## src/rtl/usb_pkg.sv

```systemverilog
// Shared packet type, PID encodings and FSM state encoding for the USB-style
// protocol engine, encoder and decoder.
package usb_pkg;

    localparam logic [3:0] PID_OUT   = 4'b0001;
    localparam logic [3:0] PID_IN    = 4'b1001;
    localparam logic [3:0] PID_DATA0 = 4'b0011;
    localparam logic [3:0] PID_ACK   = 4'b0010;
    localparam logic [3:0] PID_NAK   = 4'b1010;

    typedef struct packed {
        logic [3:0]  pid;
        logic [3:0]  endp;
        logic [6:0]  addr;
        logic [63:0] data;
    } pkt_t;

    typedef enum logic [2:0] {
        ST_IDLE,
        ST_TOKEN,
        ST_DATA,
        ST_WAIT_HS,
        ST_WAIT_DATA,
        ST_SEND_HS
    } state_t;

    function automatic pkt_t make_pkt(input logic [3:0] pid, input logic [3:0] endp,
                                      input logic [6:0] addr, input logic [63:0] data);
        pkt_t p;
        p.pid  = pid;
        p.endp = endp;
        p.addr = addr;
        p.data = data;
        return p;
    endfunction

endpackage

```

## src/rtl/timeout_counter.sv

```systemverilog
// Response-wait timer: counts while enabled, flags expiry on the TIMEOUT-th
// enabled cycle after a clear.
module timeout_counter #(
    parameter int TIMEOUT = 255
) (
    input  logic clk,
    input  logic rst,
    input  logic clear,
    input  logic enable,
    output logic expired
);

    localparam int CW = $clog2(TIMEOUT + 1);
    localparam logic [CW-1:0] TERM = CW'(TIMEOUT - 1);

    logic [CW-1:0] count_q, count_d;

    always_comb begin
        count_d = count_q;
        if (clear) begin
            count_d = '0;
        end else if (enable && (count_q != TERM)) begin
            count_d = count_q + 1'b1;
        end
    end

    always_ff @(posedge clk) begin
        if (rst) begin
            count_q <= '0;
        end else begin
            count_q <= count_d;
        end
    end

    assign expired = enable && (count_q == TERM);

endmodule

```

## src/rtl/protocol_fsm.sv

```systemverilog
// Host-side transaction sequencer: issues tokens/data/handshakes to the
// encoder, interprets decoder packets, and retries failed attempts.
//
// state        | meaning
// ST_IDLE      | waiting for out_trans / in_trans
// ST_TOKEN     | OUT or IN token sent, waiting for pkt_sent
// ST_DATA      | DATA0 with payload sent, waiting for pkt_sent
// ST_WAIT_HS   | OUT: waiting for device handshake
// ST_WAIT_DATA | IN: waiting for device DATA0
// ST_SEND_HS   | IN: ACK/NAK sent, waiting for pkt_sent
module protocol_fsm
    import usb_pkg::*;
#(
    parameter logic [6:0] DEV_ADDR     = 7'd5,
    parameter logic [3:0] DEV_ENDP     = 4'd4,
    parameter int         TIMEOUT      = 255,
    parameter int         MAX_ATTEMPTS = 8
) (
    input  logic        clk,
    input  logic        rst,
    input  logic        out_trans,
    input  logic        in_trans,
    input  logic [63:0] data_to_device,
    output pkt_t        pkt_out,
    output logic        pkt_send,
    input  logic        pkt_sent,
    input  pkt_t        pkt_in,
    input  logic        pkt_rcvd,
    input  logic        pkt_crc_ok,
    output logic [63:0] data_from_device,
    output logic        success,
    output logic        failure
);

    localparam int AW = $clog2(MAX_ATTEMPTS + 1);

    state_t        state_q, state_d;
    logic          is_out_q, is_out_d;
    logic [63:0]   payload_q, payload_d;
    logic [AW-1:0] attempt_q, attempt_d;
    logic [3:0]    hs_pid_q, hs_pid_d;
    logic [63:0]   rx_data_q, rx_data_d;
    pkt_t          pkt_out_q, pkt_out_d;
    logic          pkt_send_q, pkt_send_d;
    logic          success_q, success_d;
    logic          failure_q, failure_d;
    logic          attempt_fail;
    logic          waiting;
    logic          expired;
    logic          unused_pkt_fields;

    assign waiting = (state_q == ST_WAIT_HS) || (state_q == ST_WAIT_DATA);
    assign unused_pkt_fields = ^{pkt_in.endp, pkt_in.addr};

    // Clearing whenever not waiting guarantees a zero count on every entry.
    timeout_counter #(.TIMEOUT(TIMEOUT)) u_timeout (
        .clk     (clk),
        .rst     (rst),
        .clear   (!waiting),
        .enable  (waiting),
        .expired (expired)
    );

    always_comb begin
        state_d      = state_q;
        is_out_d     = is_out_q;
        payload_d    = payload_q;
        attempt_d    = attempt_q;
        hs_pid_d     = hs_pid_q;
        rx_data_d    = rx_data_q;
        pkt_out_d    = pkt_out_q;
        pkt_send_d   = 1'b0;
        success_d    = 1'b0;
        failure_d    = 1'b0;
        attempt_fail = 1'b0;

        case (state_q)
            ST_IDLE: begin
                if (out_trans || in_trans) begin
                    is_out_d   = out_trans;
                    payload_d  = data_to_device;
                    attempt_d  = '0;
                    state_d    = ST_TOKEN;
                    pkt_send_d = 1'b1;
                    pkt_out_d  = make_pkt(out_trans ? PID_OUT : PID_IN, DEV_ENDP, DEV_ADDR, 64'd0);
                end
            end
            ST_TOKEN: begin
                if (pkt_sent) begin
                    if (is_out_q) begin
                        state_d    = ST_DATA;
                        pkt_send_d = 1'b1;
                        pkt_out_d  = make_pkt(PID_DATA0, 4'd0, 7'd0, payload_q);
                    end else begin
                        state_d = ST_WAIT_DATA;
                    end
                end
            end
            ST_DATA: begin
                if (pkt_sent) begin
                    state_d = ST_WAIT_HS;
                end
            end
            ST_WAIT_HS: begin
                if (pkt_rcvd) begin
                    if (pkt_crc_ok && (pkt_in.pid == PID_ACK)) begin
                        success_d = 1'b1;
                        state_d   = ST_IDLE;
                    end else begin
                        attempt_fail = 1'b1;
                    end
                end else if (expired) begin
                    attempt_fail = 1'b1;
                end
            end
            ST_WAIT_DATA: begin
                if (pkt_rcvd) begin
                    if (pkt_crc_ok && (pkt_in.pid == PID_DATA0)) begin
                        rx_data_d = pkt_in.data;
                        hs_pid_d  = PID_ACK;
                    end else begin
                        hs_pid_d  = PID_NAK;
                    end
                    state_d    = ST_SEND_HS;
                    pkt_send_d = 1'b1;
                    pkt_out_d  = make_pkt(hs_pid_d, 4'd0, 7'd0, 64'd0);
                end else if (expired) begin
                    attempt_fail = 1'b1;
                end
            end
            ST_SEND_HS: begin
                if (pkt_sent) begin
                    if (hs_pid_q == PID_ACK) begin
                        success_d = 1'b1;
                        state_d   = ST_IDLE;
                    end else begin
                        attempt_fail = 1'b1;
                    end
                end
            end
            default: begin
                state_d = ST_IDLE;
            end
        endcase

        if (attempt_fail) begin
            attempt_d = attempt_q + 1'b1;
            if (attempt_d == AW'(MAX_ATTEMPTS)) begin
                failure_d = 1'b1;
                state_d   = ST_IDLE;
            end else begin
                state_d    = ST_TOKEN;
                pkt_send_d = 1'b1;
                pkt_out_d  = make_pkt(is_out_q ? PID_OUT : PID_IN, DEV_ENDP, DEV_ADDR, 64'd0);
            end
        end
    end

    always_ff @(posedge clk) begin
        if (rst) begin
            state_q    <= ST_IDLE;
            is_out_q   <= 1'b0;
            payload_q  <= '0;
            attempt_q  <= '0;
            hs_pid_q   <= '0;
            rx_data_q  <= '0;
            pkt_out_q  <= '0;
            pkt_send_q <= 1'b0;
            success_q  <= 1'b0;
            failure_q  <= 1'b0;
        end else begin
            state_q    <= state_d;
            is_out_q   <= is_out_d;
            payload_q  <= payload_d;
            attempt_q  <= attempt_d;
            hs_pid_q   <= hs_pid_d;
            rx_data_q  <= rx_data_d;
            pkt_out_q  <= pkt_out_d;
            pkt_send_q <= pkt_send_d;
            success_q  <= success_d;
            failure_q  <= failure_d;
        end
    end

    assign pkt_out          = pkt_out_q;
    assign pkt_send         = pkt_send_q;
    assign data_from_device = rx_data_q;
    assign success          = success_q;
    assign failure          = failure_q;

endmodule
```

## config.mk

```make
export PLATFORM = sky130hd
export DESIGN_NAME = protocol_fsm
export DESIGN_NICKNAME = d
export VERILOG_FILES = /design/src/rtl/usb_pkg.sv /design/src/rtl/timeout_counter.sv /design/src/rtl/protocol_fsm.sv
export SDC_FILE = /design/constraint.sdc
export NUM_CORES = 1
export LEC_CHECK = 0
export CAP_MARGIN = 20
export CORE_ASPECT_RATIO = 0.8
export CORE_MARGIN = 4
export CORE_UTILIZATION = 44
export DETAILED_ROUTE_END_ITERATION = 10
export GPL_TIMING_DRIVEN = 0
export PLACE_DENSITY = 0.79
export SYNTH_ARGS = -nofsm -noshare
export SYNTH_HDL_FRONTEND = slang
export SYNTH_SLANG_ARGS = --single-unit
```

## constraint.sdc

```tcl
create_clock -name clk -period 2.74 [get_ports clk]
set_clock_uncertainty 0.15 [all_clocks]
set_input_delay 0.548 -clock clk [delete_from_list [all_inputs] [get_ports clk]]
set_output_delay 0.548 -clock clk [all_outputs]
set_load 0.005 [all_outputs]
```

==> results of run 1 <==
-- stage by stage --
stage          TNS [ps]  util (%)  cell area (um2)
2_1_floorplan         0         -             8040
3_3_place_gp     -65780     63.27            11160
3_5_place_dp     -48330     63.29            11170
4_1_cts               0     67.79            11960
5_1_grt          -1.497     67.92            11990
6_report              0     67.92            11990
-- how the worst min path moves through the flow --
stage / to / cells past startpoint / slack, ps / startpoint
after CTS: pkt_out[71] / 2 / 290 / pkt_out[71]
after global routing: pkt_out[71] / 2 / 310 / pkt_out[71]
after detailed placement: pkt_out[71] / 2 / 280 / pkt_out[71]
final: pkt_out[72] / 2 / 290 / pkt_out[72]
after floorplan: pkt_out[65] / 2 / 280 / pkt_out[65]
after global placement: pkt_out[72] / 2 / 270 / pkt_out[72]
-- synthesized netlist by cell type (all sizes together), types with 2 or more instances --
cell	instances
clkbuf	56
or2	3
nor2b	2
o31ai	2
or3b	3
dfxtp	228
nand3	12
o2111ai	2
nand2	278
nor3b	3
a22oi	66
mux2i	2
a21oi	140
nand4	2
buf	16
a31oi	5
nor2	92
o21ai	3
nor4	3
a211oi	3
nand3b	4
and3	3
ha	3
xnor2	4
nor3	7
-- kinds of logic after synthesis --
logic type / Yosys count
and+or+nand+nor: 420
AOI/OAI and AO/OA: 228
DFF: 228
buffers and inverters: 73
xor gates and xnor gates: 5
adders and majority gates: 3
muxes: 2
-- tightest hold or removal path, delay by kind of cell, from the launching register on --
| family | cells | cell delay, ps |
|---|---|---|
| flops | 1 | 310 |
| simple gates | 2 | 90 |
-- area by class of cell --
class / count / area, um2 / share of cell area (%)
timing repair buffer: 285 / 2848 / 23.76
multi-input combinational: 658 / 3184 / 26.57
clock buffer: 34 / 675.6 / 5.637
tap: 225 / 281.5 / 2.349
clock inverter: 6 / 116.4 / 0.9709
antenna: 1 / 2.502 / 0.02088
sequential: 228 / 4564 / 38.08
inverter: 1 / 3.754 / 0.03132
buffer: 72 / 309.0 / 2.579
-- per-layer routing --
layer  vias up  track usage [%]  share of wire (%)
met5         -                0              0.032
met4         2            6.122                2.4
met3        37            8.293                9.5
met2       300            40.02                 46
met1      3665            28.36                 42
li1       3843                -                  -
-- registers in the layout (all words and copies together), names as in the netlist --
name               count
state_q                3
attempt_q              4
pkt_out               79
is_out_q               1
failure                1
payload_q             64
hs_pid_q               2
pkt_send               1
u_timeout.count_q      8
data_from_device      64
success                1
-- report_power, final --
group          total [mW]  switching [mW]  leakage (nW)  internal (mW)
registers            3.53          0.0748          1.85           3.46
logic               0.934           0.544          1.96          0.390
clock network        3.25            1.26         0.390           1.98
total                7.71            1.88          4.20           5.83
-- layout by cell type (no fill, tap or decap), types with 4 or more instances in the layout --
| master | n |
|---|---|
| clkbuf_1 | 54 |
| buf_4 | 7 |
| nor2_1 | 92 |
| buf_1 | 5 |
| xnor2_1 | 4 |
| a22oi_1 | 66 |
| clkdlybuf4s50_1 | 284 |
| clkbuf_16 | 22 |
| nand3_1 | 11 |
| clkbuf_8 | 8 |
| buf_2 | 4 |
| nor3_1 | 7 |
| nand2_1 | 278 |
| dfxtp_1 | 228 |
| nand3b_1 | 4 |
| a21oi_1 | 140 |
| clkbuf_2 | 7 |
| a31oi_1 | 5 |
-- what timing repair did --
item | in CTS | in global routing
resized for setup | 1 | 15
endpoints found under the setup margin | 14 | 153
hold buffers | 0 | 0
gates cloned | 0 | 0
==> impl_results.md, run 1 <==
- Core Box Area: 0.01765 mm2
- Fin cells: 1,510
- Critical path fanouts, max: 10
- Crit path DAT: 2820 ps
- Worst VDD drop: 0.4773 mV
- H-tree depth: 1
- Port bufs: 284
- Final hold vios: 0
- Synth Register Bits: 228
- Largest net degree at the start of global routing: 15
- Synthesis Warnings: 0
- Die H: 128.9 um
- Post-route clock period utilization: 94.31%
- Compound-cell area share of the yosys netlist: 16.88%
- Family with the most delay on the worst path: buffers and inverters
- Status: complete, no violations
- CTS root buf: clkbuf_16
- TritonCTS clock tree: done
- Clock buffer depth: 3
- Async S/R FF share, synth: 0%
- CTS Buf Count: 22
- CP startpoint kind: primary input
- CP peak stage delay: 530 ps
- Initial DRC Count: 390
- Row count: 43
- First-pass GRT wire length: 39,050 um
- Clock latency on the worst-skew pair: 500 ps
- XOR/XNOR Fraction of Synth Area: 0.5447%
- Synth top area share: 56.77%
- Worst R2R Path Depth: 8
- Crit path launch: pkt_sent
- Reg2reg start: state_q[1]
- Post-route ant nets: 0
- Unrepaired setup endpoints after global routing: true
- Slew @ Worst Pin: 677.2 ps
- Fill cells: 1,432
- Routability cong.: 0.8356
- Total power: 7.712 mW
- DRT Wirelength: 25,310 um
- Hpwl dp: 18,630 um
- Mapped Area: 0.008040 mm2
- Multiplexer share of the synthesized area: 0.2490%
- Net Count, Synth: 1,112
- Bufs and invs on worst path: 3
- Slowest CP cell: clkdlybuf4s50_1
- R2r setup slk: 160 ps
- Clock-pin slew on the worst setup and hold paths: 60 ps
- Die area: 0.02051 mm2
- Post-Synthesis Cells: 959
- Post-synth EDFFs: 0
- Syn_area_per_cell: 8.384 um2
- Synth top area cells: dfxtp_1 (57%), nand2_1 (13%), a21oi_1 (8.7%), a22oi_1 (6.2%), nor2_1 (4.3%)
- Cell count along the critical path: 8
- Relative slew slack: 54.85%
- CP required: 2980 ps
- Final Max Slew Viols: 0
- GRT overflow: 0
- Initial Utilization: 45.56%
- P_leak: 4.202 nW
- Post-CTS Setup Bufs: 0
- End of the critical path: pkt_out[61]
- Via count: 7,847
- Simple-Gate Fraction of Synth Area: 21.30%
- Distinct cell type count after synthesis: 46
- Overall routing resource usage: 23.36%
- Residual DRC: 0
- Worst hold slack: 287.1 ps
- Dominant register cell in the synthesized netlist: dfxtp_1
- R2r endpoint: pkt_out[40]
- Vias in the first global route: 7,581
- Synth Area in Adders: 0.4669%
- Vias per inst: 5.197
- Critical path cell sequence: clkdlybuf4s50_1, a21boi_0, a2111oi_1, o21ai_0, clkbuf_2, clkbuf_1, a22oi_1, nor2_1
- Seq/Total Area, Yosys: 56.77%
- Area grow syn2layout: 49.07%
- Largest family of logic cells by synthesized area: simple AND/OR/NAND/NOR gates
- F_max: 0.3870 GHz
- Final setup violation count: 0
- Pwr Density: 643.5 mW/mm2
- Area leader, netlist: dfxtp_1
- DRT Pass-1 Iters: 5
- Hold Path Class: reg2reg
- Crit path kind: in2reg
- Ports: 296
- Die Wd: 159.1 um
- Num Clock Sinks: 228
- Placement Setup Slack: -486.0 ps
- Initial antenna violation count: 2
- Max_cap viols: 0
- Tmin final: 2584 ps
- Worst setup margin: 156.0 ps
- Critical path capture point type: flop
- Placed insts: 1,469
- Post-layout nets: 1,421
- Share of layout cells above drive strength 1: 4.829%
- Drt wl/cell: 16.76 um
(Power assumes the default switching activity.)
==> run 2, diff against run 1 <==
--- a/config.mk
+++ b/config.mk
@@ -9,9 +9,11 @@
 export CORE_ASPECT_RATIO = 0.8
 export CORE_MARGIN = 4
 export CORE_UTILIZATION = 44
+export CTS_CLUSTER_DIAMETER = 120
 export DETAILED_ROUTE_END_ITERATION = 10
 export GPL_TIMING_DRIVEN = 0
 export PLACE_DENSITY = 0.79
+export SKIP_CTS_REPAIR_TIMING = 1
 export SYNTH_ARGS = -nofsm -noshare
 export SYNTH_HDL_FRONTEND = slang
 export SYNTH_SLANG_ARGS = --single-unit
==> impl_results.md, run 2 (synthesis gave the netlist of run 1 again) <==
- Post-route clock period utilization: 94.37% (about the same)
- Overall routing resource usage: 23.40% (+0.041 points)
- F_max: 0.3867 GHz (about the same)
- Hold Crit Endpoint: pkt_out[72]
- Final setup violation count: 0 (unchanged)
- Initial Utilization: 45.56% (unchanged)
- Final hold vios: 0 (unchanged)
- Row count: 43 (unchanged)
- Bufs and invs on worst path: 3 (unchanged)
- Port bufs: 284 (unchanged)
- Critical path cell sequence: clkdlybuf4s50_1, a21boi_0, a2111oi_1, o21ai_0, clkbuf_2, clkbuf_1, a22oi_1, nor2_1
- Worst Hold Depth: 2 (unchanged)
- Post-layout nets: 1,421 (unchanged)
- Most common cell after layout, fill and taps aside: clkdlybuf4s50_1
- CP required: 2980 ps (about the same)
- Vias per inst: 5.194 (about the same)
- Core Box Area: 0.01765 mm2 (unchanged)
- Most frequent cells in the layout: clkdlybuf4s50_1 (284), nand2_1 (278), dfxtp_1 (228)
- Initial antenna violation count: 2 (unchanged)
- Initial DRC Count: 391 (+0.26%)
- Fin cells: 1,510 (unchanged)
- Largest net degree at the start of global routing: 15 (unchanged)
- Critical path capture point type: flop
- Pwr Density: 643.4 mW/mm2 (about the same)
- HP Start: pkt_out[72]
- Area grow syn2layout: 49.08% (about the same)
- Relative slew slack: 54.85% (about the same)
- Routability cong.: 0.8356 (unchanged)
- Share of layout cells above drive strength 1: 4.907% (+0.078 points)
- TritonCTS clock tree: done
- CP peak stage delay: 530 ps (about the same)
- Fin area: 0.01199 mm2 (about the same)
- Clock latency on the worst-skew pair: 500 ps (about the same)
- Worst setup margin: 154.2 ps (-1.788 ps)
- DRT Wirelength: 25,310 um (about the same)
- Tmin final: 2586 ps (+1.788 ps)
- R2r endpoint: pkt_out[40]
- Slowest CP cell: clkdlybuf4s50_1
- Slew @ Worst Pin: 677.2 ps (-0.02098 ps)
- Max_cap viols: 0 (unchanged)
- First-pass GRT wire length: 39,120 um (+0.19%)
- P_leak: 4.204 nW (about the same)
- R2r setup slk: 160 ps (about the same)
- Ports: 296 (unchanged)
- Die Wd: 159.1 um (unchanged)
- Die H: 128.9 um (unchanged)
- H-tree depth: 1 (unchanged)
- Reg2reg start: state_q[1]
- Clock-pin slew on the worst setup and hold paths: 60 ps (about the same)
- Unrepaired setup endpoints after global routing: true
- Final Max Slew Viols: 0 (unchanged)
- Vias in the first global route: 7,583 (+0.026%)
- Placed insts: 1,469 (unchanged)
- Clock buffer depth: 3 (unchanged)
- Family with the most delay on the worst path: buffers and inverters
- Worst R2R Path Depth: 8 (unchanged)
- CP startpoint kind: primary input
- Drt wl/cell: 16.76 um (about the same)
- Status: complete, no violations
- Post-route ant nets: 0 (unchanged)
- Worst VDD drop: 0.4787 mV (+0.29%)
- Placement Cell Area: 0.01117 mm2 (unchanged)
- Max reg flops: 79 (unchanged)
- Hold Path Class: reg2reg
- Placement Setup Slack: -486.0 ps (unchanged)
- Critical path fanouts, max: 10 (unchanged)
- GRT overflow: 0 (unchanged)
- Die area: 0.02051 mm2 (unchanged)
- Hpwl dp: 18,630 um (unchanged)
- CTS Buf Count: 22 (unchanged)
- Via count: 7,843 (-0.051%)
- DRT Pass-1 Iters: 5 (unchanged)
- Residual DRC: 0 (unchanged)
- CTS root buf: clkbuf_16
- Num Clock Sinks: 228 (unchanged)
- Crit path DAT: 2820 ps (about the same)
- Crit path kind: in2reg
==> run 2: cell count changes in the layout (fill, tap and decap cells not counted) <==
cell and change:
clkbuf_1 -1, clkbuf_2 +1
==> run 2: per-stage QoR <==
| stage | hold slack (ps) | power (mW) | util (%) | TNS (ps) |
|---|---|---|---|---|
| after global routing | 306.2 | 8.006 | 67.92 | -1.497 |
| after detailed placement | 275.1 | 4.528 | 63.29 | -48330 |
| after global placement | 266.3 | 4.511 | 63.27 | -65780 |
| after floorplan | 276.1 | 4.067 | - | 0 |
| final | 287.1 | 7.712 | 67.92 | 0 |
| after CTS | 285.7 | 7.760 | 67.78 | -130.2 |
==> run 2: layout make-up <==
class,instances,area (um2)
diodes,1,2.502
multi-input cells,658,3184
plain buffers,72,310.3
inverters,1,3.754
repair buffers,285,2848
fillers,1434,5660
clock buffers,34,675.6
flip-flops and latches,228,4564
clock inverters,6,116.4
well taps,225,281.5
==> run 2: how the worst max path moves through the flow <==
stage	from	to	slack (ps)	cells past startpoint
after floorplan	state_q[2]	pkt_out[10]	600	7
after global placement	pkt_sent	pkt_out[61]	-920	7
after detailed placement	pkt_sent	pkt_out[21]	-490	8
after CTS	state_q[0]	pkt_out[20]	-30	8
after global routing	state_q[0]	pkt_out[40]	-1	8
final	pkt_sent	pkt_out[61]	150	8
==> run 2: report_power, final <==
group          switching, mW  internal (mW)  total [mW]
Combinational          0.545          0.390       0.934
Sequential            0.0748           3.46        3.53
Clock                   1.26           1.98        3.25
Total                   1.88           5.83        7.71
==> run 2: per-layer routing <==
metal / part of all wire [%] / track usage [%]
met2: 46 / 40.07
met3: 9.6 / 8.293
met4: 2.4 / 6.122
met5: 0.032 / 0
met1: 42 / 28.44
==> run 2: worst min-delay path, delay by kind of cell (launching register included) <==
kind	cells	cell delay [ps]
DFF	1	310
and+or+nand+nor	2	90
